===== config.mk =====
export PLATFORM = sky130hd
export DESIGN_NAME = bp_nonsynth_commit_monitor
export DESIGN_NICKNAME = d
export VERILOG_FILES = /design/src/rtl/bp_common_pkg.sv /design/src/rtl/bp_nonsynth_commit_monitor_chk.sv /design/src/rtl/bp_nonsynth_commit_watchdog.sv /design/src/rtl/bp_nonsynth_commit_monitor.sv
export SDC_FILE = /design/constraint.sdc
export NUM_CORES = 2
export LEC_CHECK = 0
export ABC_CLOCK_PERIOD_IN_PS = 12220
export CORE_UTILIZATION = 60
export CTS_CLUSTER_DIAMETER = 120
export DETAILED_ROUTE_END_ITERATION = 10
export DONT_BUFFER_PORTS = 1
export GPL_ROUTABILITY_DRIVEN = 0
export MAX_ROUTING_LAYER = met4
export PLACE_DENSITY = 0.76
export SYNTH_ARGS = -nofsm -noshare
export SYNTH_HDL_FRONTEND = slang
export SYNTH_SLANG_ARGS = --single-unit

===== constraint.sdc =====
create_clock -name clk_i -period 12.22 [get_ports clk_i]
set_clock_uncertainty 0.05 [all_clocks]
set_input_delay 1.222 -clock clk_i [delete_from_list [all_inputs] [get_ports clk_i]]
set_output_delay 1.222 -clock clk_i [all_outputs]
set_load 0.02 [all_outputs]

===== src/rtl/bp_common_pkg.sv =====
// Shared types for the commit monitor: the captured commit record layout,
// the watchdog state encoding, and a saturating counter helper.
package bp_common_pkg;

    localparam int bp_vaddr_width_gp = 39;
    localparam int bp_instr_width_gp = 32;
    localparam int bp_stamp_width_gp = 32;

    typedef enum logic [1:0] {
        e_idle = 2'd0,
        e_run  = 2'd1,
        e_hung = 2'd2
    } bp_commit_mon_state_e;

    typedef struct packed {
        logic [bp_stamp_width_gp-1:0] stamp;
        logic                         trap_exc;
        logic                         trap_int;
        logic [bp_vaddr_width_gp-1:0] pc;
        logic [bp_instr_width_gp-1:0] instr;
    } bp_commit_rec_s;

    function automatic logic [15:0] sat_inc16(input logic [15:0] val);
        return (val == 16'hFFFF) ? val : val + 16'd1;
    endfunction

endpackage


===== src/rtl/bp_nonsynth_commit_monitor_chk.sv =====
// Protocol checker for the commit monitor drain interface.
module bp_nonsynth_commit_monitor_chk (
    input logic clk,
    input logic reset,
    input logic v,
    input logic yumi
);

    // The consumer may only take a head record that is actually valid
    always @(posedge clk) begin
        if (reset) begin
            assert (!(yumi && !v)) else $error("commit monitor: yumi asserted while v_o is low");
        end
    end

endmodule


===== src/rtl/bp_nonsynth_commit_watchdog.sv =====
// Commit-hang watchdog: arms on the first commit, counts idle cycles while
// enabled, and latches HUNG permanently once timeout_p idle cycles elapse.
module bp_nonsynth_commit_watchdog
    import bp_common_pkg::*;
#(
    parameter int timeout_p = 4096
) (
    input  logic       clk,
    input  logic       reset,
    input  logic       evt,
    input  logic       en,
    output logic [1:0] state,
    output logic       hang
);

    localparam int cw = $clog2(timeout_p + 1);
    localparam logic [cw-1:0] last_idle = cw'(timeout_p - 1);

    bp_commit_mon_state_e state_r, state_n;
    logic [cw-1:0]        idle_cnt_r;

    // State register
    always_ff @(posedge clk or negedge reset) begin
        if (!reset) begin
            state_r <= e_idle;
        end else begin
            state_r <= state_n;
        end
    end

    // Next-state logic
    always_comb begin
        state_n = state_r;
        case (state_r)
            e_idle: begin
                if (evt) state_n = e_run;
                else     state_n = e_idle;
            end
            e_run: begin
                if (!en)                             state_n = e_idle;
                else if (!evt && idle_cnt_r == last_idle) state_n = e_hung;
                else                                 state_n = e_run;
            end
            e_hung:  state_n = e_hung;
            default: state_n = e_idle;
        endcase
    end

    // Idle counter: only advances on quiet cycles that stay in RUN
    always_ff @(posedge clk or negedge reset) begin
        if (!reset) begin
            idle_cnt_r <= '0;
        end else if (state_r == e_run && state_n == e_run && !evt) begin
            idle_cnt_r <= idle_cnt_r + cw'(1);
        end else begin
            idle_cnt_r <= '0;
        end
    end

    // Output decode from the state register
    always_comb begin
        state = state_r;
        hang  = (state_r == e_hung);
    end

endmodule


===== src/rtl/bp_nonsynth_commit_monitor.sv =====
// Commit capture stage: stamps BE commit events, queues them in order and
// exposes them on a valid/yumi port, with overflow and hang detection.
module bp_nonsynth_commit_monitor
    import bp_common_pkg::*;
#(
    parameter int vaddr_width_p = 39,
    parameter int instr_width_p = 32,
    parameter int els_p         = 16,
    parameter int timeout_p     = 4096,
    parameter int stamp_width_p = 32
) (
    input  logic                                                    clk_i,
    input  logic                                                    reset_i,
    input  logic                                                    en_i,
    input  logic                                                    instret_i,
    input  logic                                                    exception_i,
    input  logic                                                    interrupt_i,
    input  logic [vaddr_width_p-1:0]                                pc_i,
    input  logic [instr_width_p-1:0]                                instr_i,
    output logic                                                    v_o,
    output logic [stamp_width_p+2+vaddr_width_p+instr_width_p-1:0]  data_o,
    input  logic                                                    yumi_i,
    output logic                                                    overflow_o,
    output logic [15:0]                                             drop_cnt_o,
    output logic                                                    hang_o,
    output logic [1:0]                                              state_o
);

    localparam int aw = $clog2(els_p);
    localparam int pw = aw + 1;
    localparam int dw = stamp_width_p + 2 + vaddr_width_p + instr_width_p;

    logic [dw-1:0]            mem_r [els_p];
    logic [pw-1:0]            wr_ptr_r, rd_ptr_r;
    logic [stamp_width_p-1:0] stamp_r;
    logic [15:0]              drop_cnt_r;
    logic                     overflow_r;

    logic          evt_s, empty_s, full_s, push_s, pop_s, drop_s;
    logic [dw-1:0] rec_s;

    assign evt_s   = en_i & (instret_i | exception_i | interrupt_i);
    assign empty_s = (wr_ptr_r == rd_ptr_r);
    assign full_s  = (wr_ptr_r[aw] != rd_ptr_r[aw]) && (wr_ptr_r[aw-1:0] == rd_ptr_r[aw-1:0]);
    assign pop_s   = yumi_i & ~empty_s;
    // A pop in the same cycle frees the slot, so a push at full is still accepted
    assign push_s  = evt_s & (~full_s | pop_s);
    assign drop_s  = evt_s & full_s & ~yumi_i;
    assign rec_s   = {stamp_r, exception_i, interrupt_i, pc_i, instr_i};

    // Free-running cycle stamp
    always_ff @(posedge clk_i or negedge reset_i) begin
        if (!reset_i) begin
            stamp_r <= '0;
        end else begin
            stamp_r <= stamp_r + stamp_width_p'(1);
        end
    end

    // Ring-buffer pointers
    always_ff @(posedge clk_i or negedge reset_i) begin
        if (!reset_i) begin
            wr_ptr_r <= '0;
            rd_ptr_r <= '0;
        end else begin
            if (push_s) wr_ptr_r <= wr_ptr_r + pw'(1);
            if (pop_s)  rd_ptr_r <= rd_ptr_r + pw'(1);
        end
    end

    // Record storage; stale contents are masked on the output while empty
    always_ff @(posedge clk_i) begin
        if (push_s) begin
            mem_r[wr_ptr_r[aw-1:0]] <= rec_s;
        end
    end

    // Sticky overflow flag and saturating drop counter
    always_ff @(posedge clk_i or negedge reset_i) begin
        if (!reset_i) begin
            overflow_r <= 1'b0;
            drop_cnt_r <= 16'd0;
        end else if (drop_s) begin
            overflow_r <= 1'b1;
            drop_cnt_r <= sat_inc16(drop_cnt_r);
        end
    end

    // Head presentation
    always_comb begin
        v_o = ~empty_s;
        if (empty_s) data_o = '0;
        else         data_o = mem_r[rd_ptr_r[aw-1:0]];
    end

    assign overflow_o = overflow_r;
    assign drop_cnt_o = drop_cnt_r;

    bp_nonsynth_commit_watchdog #(
        .timeout_p(timeout_p)
    ) u_watchdog (
        .clk   (clk_i),
        .reset (reset_i),
        .evt   (evt_s),
        .en    (en_i),
        .state (state_o),
        .hang  (hang_o)
    );

    bp_nonsynth_commit_monitor_chk u_chk (
        .clk   (clk_i),
        .reset (reset_i),
        .v     (v_o),
        .yumi  (yumi_i)
    );

endmodule


==> results.cfg <==
[run_status]
status = completed

[grt]
antenna_found_initial = 0
global_route_wire_length_before_repair_um = 218000
grtUsageTotal_pct = 28.5
vias_in_the_first_global_route = 32300
overflow = 0
grt_start_max_net_pins = 168

[timing]
setup_viol = 0
worst_pin_slew_ns = 1.30
hold-worst-slack_ns = 0.0830
final.min_clock_period_ns = 7.48
grt_setup_unrepaired = no
slew_violations = 0
fmaxAchievable_mhz = 134
rel_slew_slack_pct = 13.6
final_hold_viol_count = 0
worst_slack_setup_final_ns = 4.74
post-route-period-util_pct = 61.2
setup-tns-final_ns = 0

[clock_network]
htree_levels = 4
postCtsResizedCells = 0
clk_transition_reported_paths_ns = 0.06
cts_max_path_buffers = 3
insertion_delay_ns = 0.78
cts.repair_timing.setup_buffer_count = 0
cts.hold.buffers_added = 0
number_of_buffers_created_by_cts = 167
clock_sink_total = 1754
clk_root_buffer_cell = clkbuf_16
tritoncts_clock_tree = done

[cells_and_area]
final_layout_size_suffix_gt1_share_pct = 23.7
antenna_cells = 0
fillerInstances = 6403
area_delta_synth_final_pct = 10.7
finalNetCount = 3040

[yosys]
synth.yosys.seq_area_share_pct = 79.1
synth_top_cell_area_share_pct = 76.3
ys_warn_count = 0
synth_edf_count = 1680
avgSynthCellArea_um2 = 22.9
synth.cell_area_um2 = 66100
postSynthRegisterBits = 1754
synthesized_net_count = 2975
post_synth_num_cell_types = 38
synthArstFlopShare_pct = 4.22
yosysTopAreaCell = edfxtp_1
synth_top_cells_by_area = edfxtp_1 76%, mux4_2 14%, dfrtp_1 2.8%, a22oi_1 2.4%, a21oi_1 0.79%
synthCells = 2889
synthFlopType = edfxtp_1

[worst_setup_path]
arrival_ns = 6.20
crit_type = reg2out
crit_buf_inv = 3
worstPathCellList = buf_4 > buf_12 > buf_4 > mux4_2 > a22oi_1 > a21oi_1
slowest_stage_cell_crit_path = buf_4
crit_path_start_kind = flop
critPathMaxStageDelay_ns = 1.02
cp_common_cell = buf_4
path_delay_family = buffers and inverters
required_arrival_time_at_the_worst_endpoint_ns = 10.95
path_max_fanout = 167
timing.critical_path.to_type = output pin

[routing]
drt_pass1_iterations = 6
drt.antenna.violating_nets = 0
route.detailed.vias_per_inst = 6.77
per_cell_routed_wire_length_um = 33.1
routed-via-count = 30900
detail_route.iter0.violations = 3942
post-route-drc-count = 0
drt-total-wl_um = 151000

[die]
die_wd_um = 334
fp.dieArea_um2 = 112000
start_util_pct = 60.6
io_pins = 204
num_rows = 121
die_height_um = 334
core_area_um2 = 109000

[placed_design]
number_of_port_buffers = 0
hpwlAfterDp_um = 72000
detailedPlace.worstSlack_ns = 5.79

[pwr]
power.share.clock_pct = 29.7
power.static_leakage_nw = 23.5
cellInternalPower_w = 0.0116
total_switching_power_w = 0.00533
pwr_density_cell_nw_per_um2 = 231
comb_power_share_pct = 27.4
part_of_the_total_power_dissipated_in_sequential_elements_pct = 42.8
power_switching_share_pct = 31.5
ir_drop_v = 0.000201

[job]
max_cap_violations = 0

[hold_path]
min-delay-path-class = in2async
-- cells in the mapped netlist (2+ instances only) --
cell type,number
inv_1,6
buf_1,13
xnor2_1,46
and2_1,16
clkbuf_1,87
ha_1,8
xor2_1,22
nand2b_1,2
and4_1,3
buf_4,2
dfrtp_1,74
nor3b_1,7
a21oi_1,105
a21boi_0,2
nand2_1,23
edfxtp_1,1680
and3_1,16
nand3_1,27
nor2b_1,6
mux4_2,420
nor2_1,28
buf_2,57
nor3_1,2
nand4_1,14
a22oi_1,210
-- cell usage in the layout, fill, tap and decap left out, types with 10 or more instances in the layout --
cell	netlist	final
clkbuf_1	87	46
bufinv_16	0	12
nand2_1	23	23
nor2_1	28	27
clkinv_1	0	34
clkinv_2	0	19
and3_1	16	12
a21oi_1	105	105
xnor2_1	46	46
edfxtp_1	1680	1680
xor2_1	22	22
buf_4	2	52
a22oi_1	210	210
nand4_1	14	14
nand3_1	27	27
mux4_2	420	420
dfrtp_1	74	72
clkbuf_16	0	169
and2_4	0	10
-- through the flow --
stage	utilization, %	instance area, um^2	total power, W	std cells
after floorplan	-	66100	0.0108	2889
after global placement	62.2	67900	0.0119	4261
after detailed placement	62.2	67900	0.0120	4261
after CTS	67.1	73200	0.0170	4569
after global routing	67.1	73200	0.0175	4569
final	67.1	73200	0.0169	4569
-- area by class of cell --
| cell class | count | area, um^2 | area share [%] |
|---|---|---|---|
| flip-flops and latches | 1754 | 52300 | 71.4 |
| multi-input cells | 968 | 13200 | 18.1 |
| clock buffers | 221 | 4480 | 6.12 |
| well taps | 1476 | 1850 | 2.52 |
| clock inverters | 87 | 862 | 1.18 |
| repair buffers | 56 | 470 | 0.643 |
| inverters | 7 | 26.3 | 0.0359 |
-- cell families (layout without fill, tap and decap cells) --
kind of cell | Yosys count | count (layout) | share of synthesized area [%]
xor gates and xnor gates | 68 | 68 | 0.900
muxes | 422 | 422 | 14.3
adders and majority gates | 8 | 8 | 0.151
buffers and inverters | 167 | 371 | 1.08
DFF | 1754 | 1754 | 79.1
AOI/OAI and AO/OA | 321 | 321 | 3.26
and+or+nand+nor | 149 | 149 | 1.21
-- routing by layer --
layer	track usage (%)	vias up	routed length, um
met3	7.31	283	15900
met4	8.39	0	3850
met5	-	-	0
met1	37.2	16400	55600
li1	-	12400	-
met2	44.8	1813	75700
-- worst register-to-register path, cell delays in order, from the launching register on --
cell and delay (ns):
dfrtp_4 0.84, xor2_1 0.32, nor4_4 0.11, a21boi_0 0.26
buf_4 0.24, and3b_1 0.26, and2_4 0.59, buf_4 0.92
buf_4 0.65
-- flip-flops by register name, indices dropped and copies added, names as in the netlist --
| name | count |
|---|---|
| drop_cnt_o | 16 |
| mem_r | 1680 |
| u_watchdog.state | 2 |
| stamp_r | 32 |
| wr_ptr_r | 5 |
| u_watchdog.idle_cnt_r | 13 |
| rd_ptr_r | 5 |
| overflow_o | 1 |
-- worst paths after layout --
path	start	to	slack (ns)	cells past startpoint
min in group clk_i	u_watchdog.idle_cnt_r[0]$_DFF_PN0_	u_watchdog.idle_cnt_r[0]$_DFF_PN0_	0.43	1
worst max register to register	rd_ptr_r[1]$_DFFE_PN0P_	mem_r[8][29]$_DFFE_PP_	7.58	8
worst min register to register	u_watchdog.idle_cnt_r[0]$_DFF_PN0_	u_watchdog.idle_cnt_r[0]$_DFF_PN0_	0.43	1
worst min-delay path	reset_i	u_watchdog.state[0]$_DFF_PN0_	0.08	0
max in group asynchronous	reset_i	stamp_r[18]$_DFF_PN0_	11.87	0
worst max-delay path	rd_ptr_r[1]$_DFFE_PN0P_	data_o[103]	4.74	6
-- power groups by stage --
stage / clock, W / sequential (W) / combinational (W)
3_3_place_gp: 0 / 0.00733 / 0.00457
3_5_place_dp: 0 / 0.00737 / 0.00464
2_1_floorplan: 0 / 0.00731 / 0.00344
4_1_cts: 0.00509 / 0.00725 / 0.00469
6_report: 0.00503 / 0.00725 / 0.00464
5_1_grt: 0.00531 / 0.00728 / 0.00488
No activity file was read; power rests on OpenSTA's default activity.
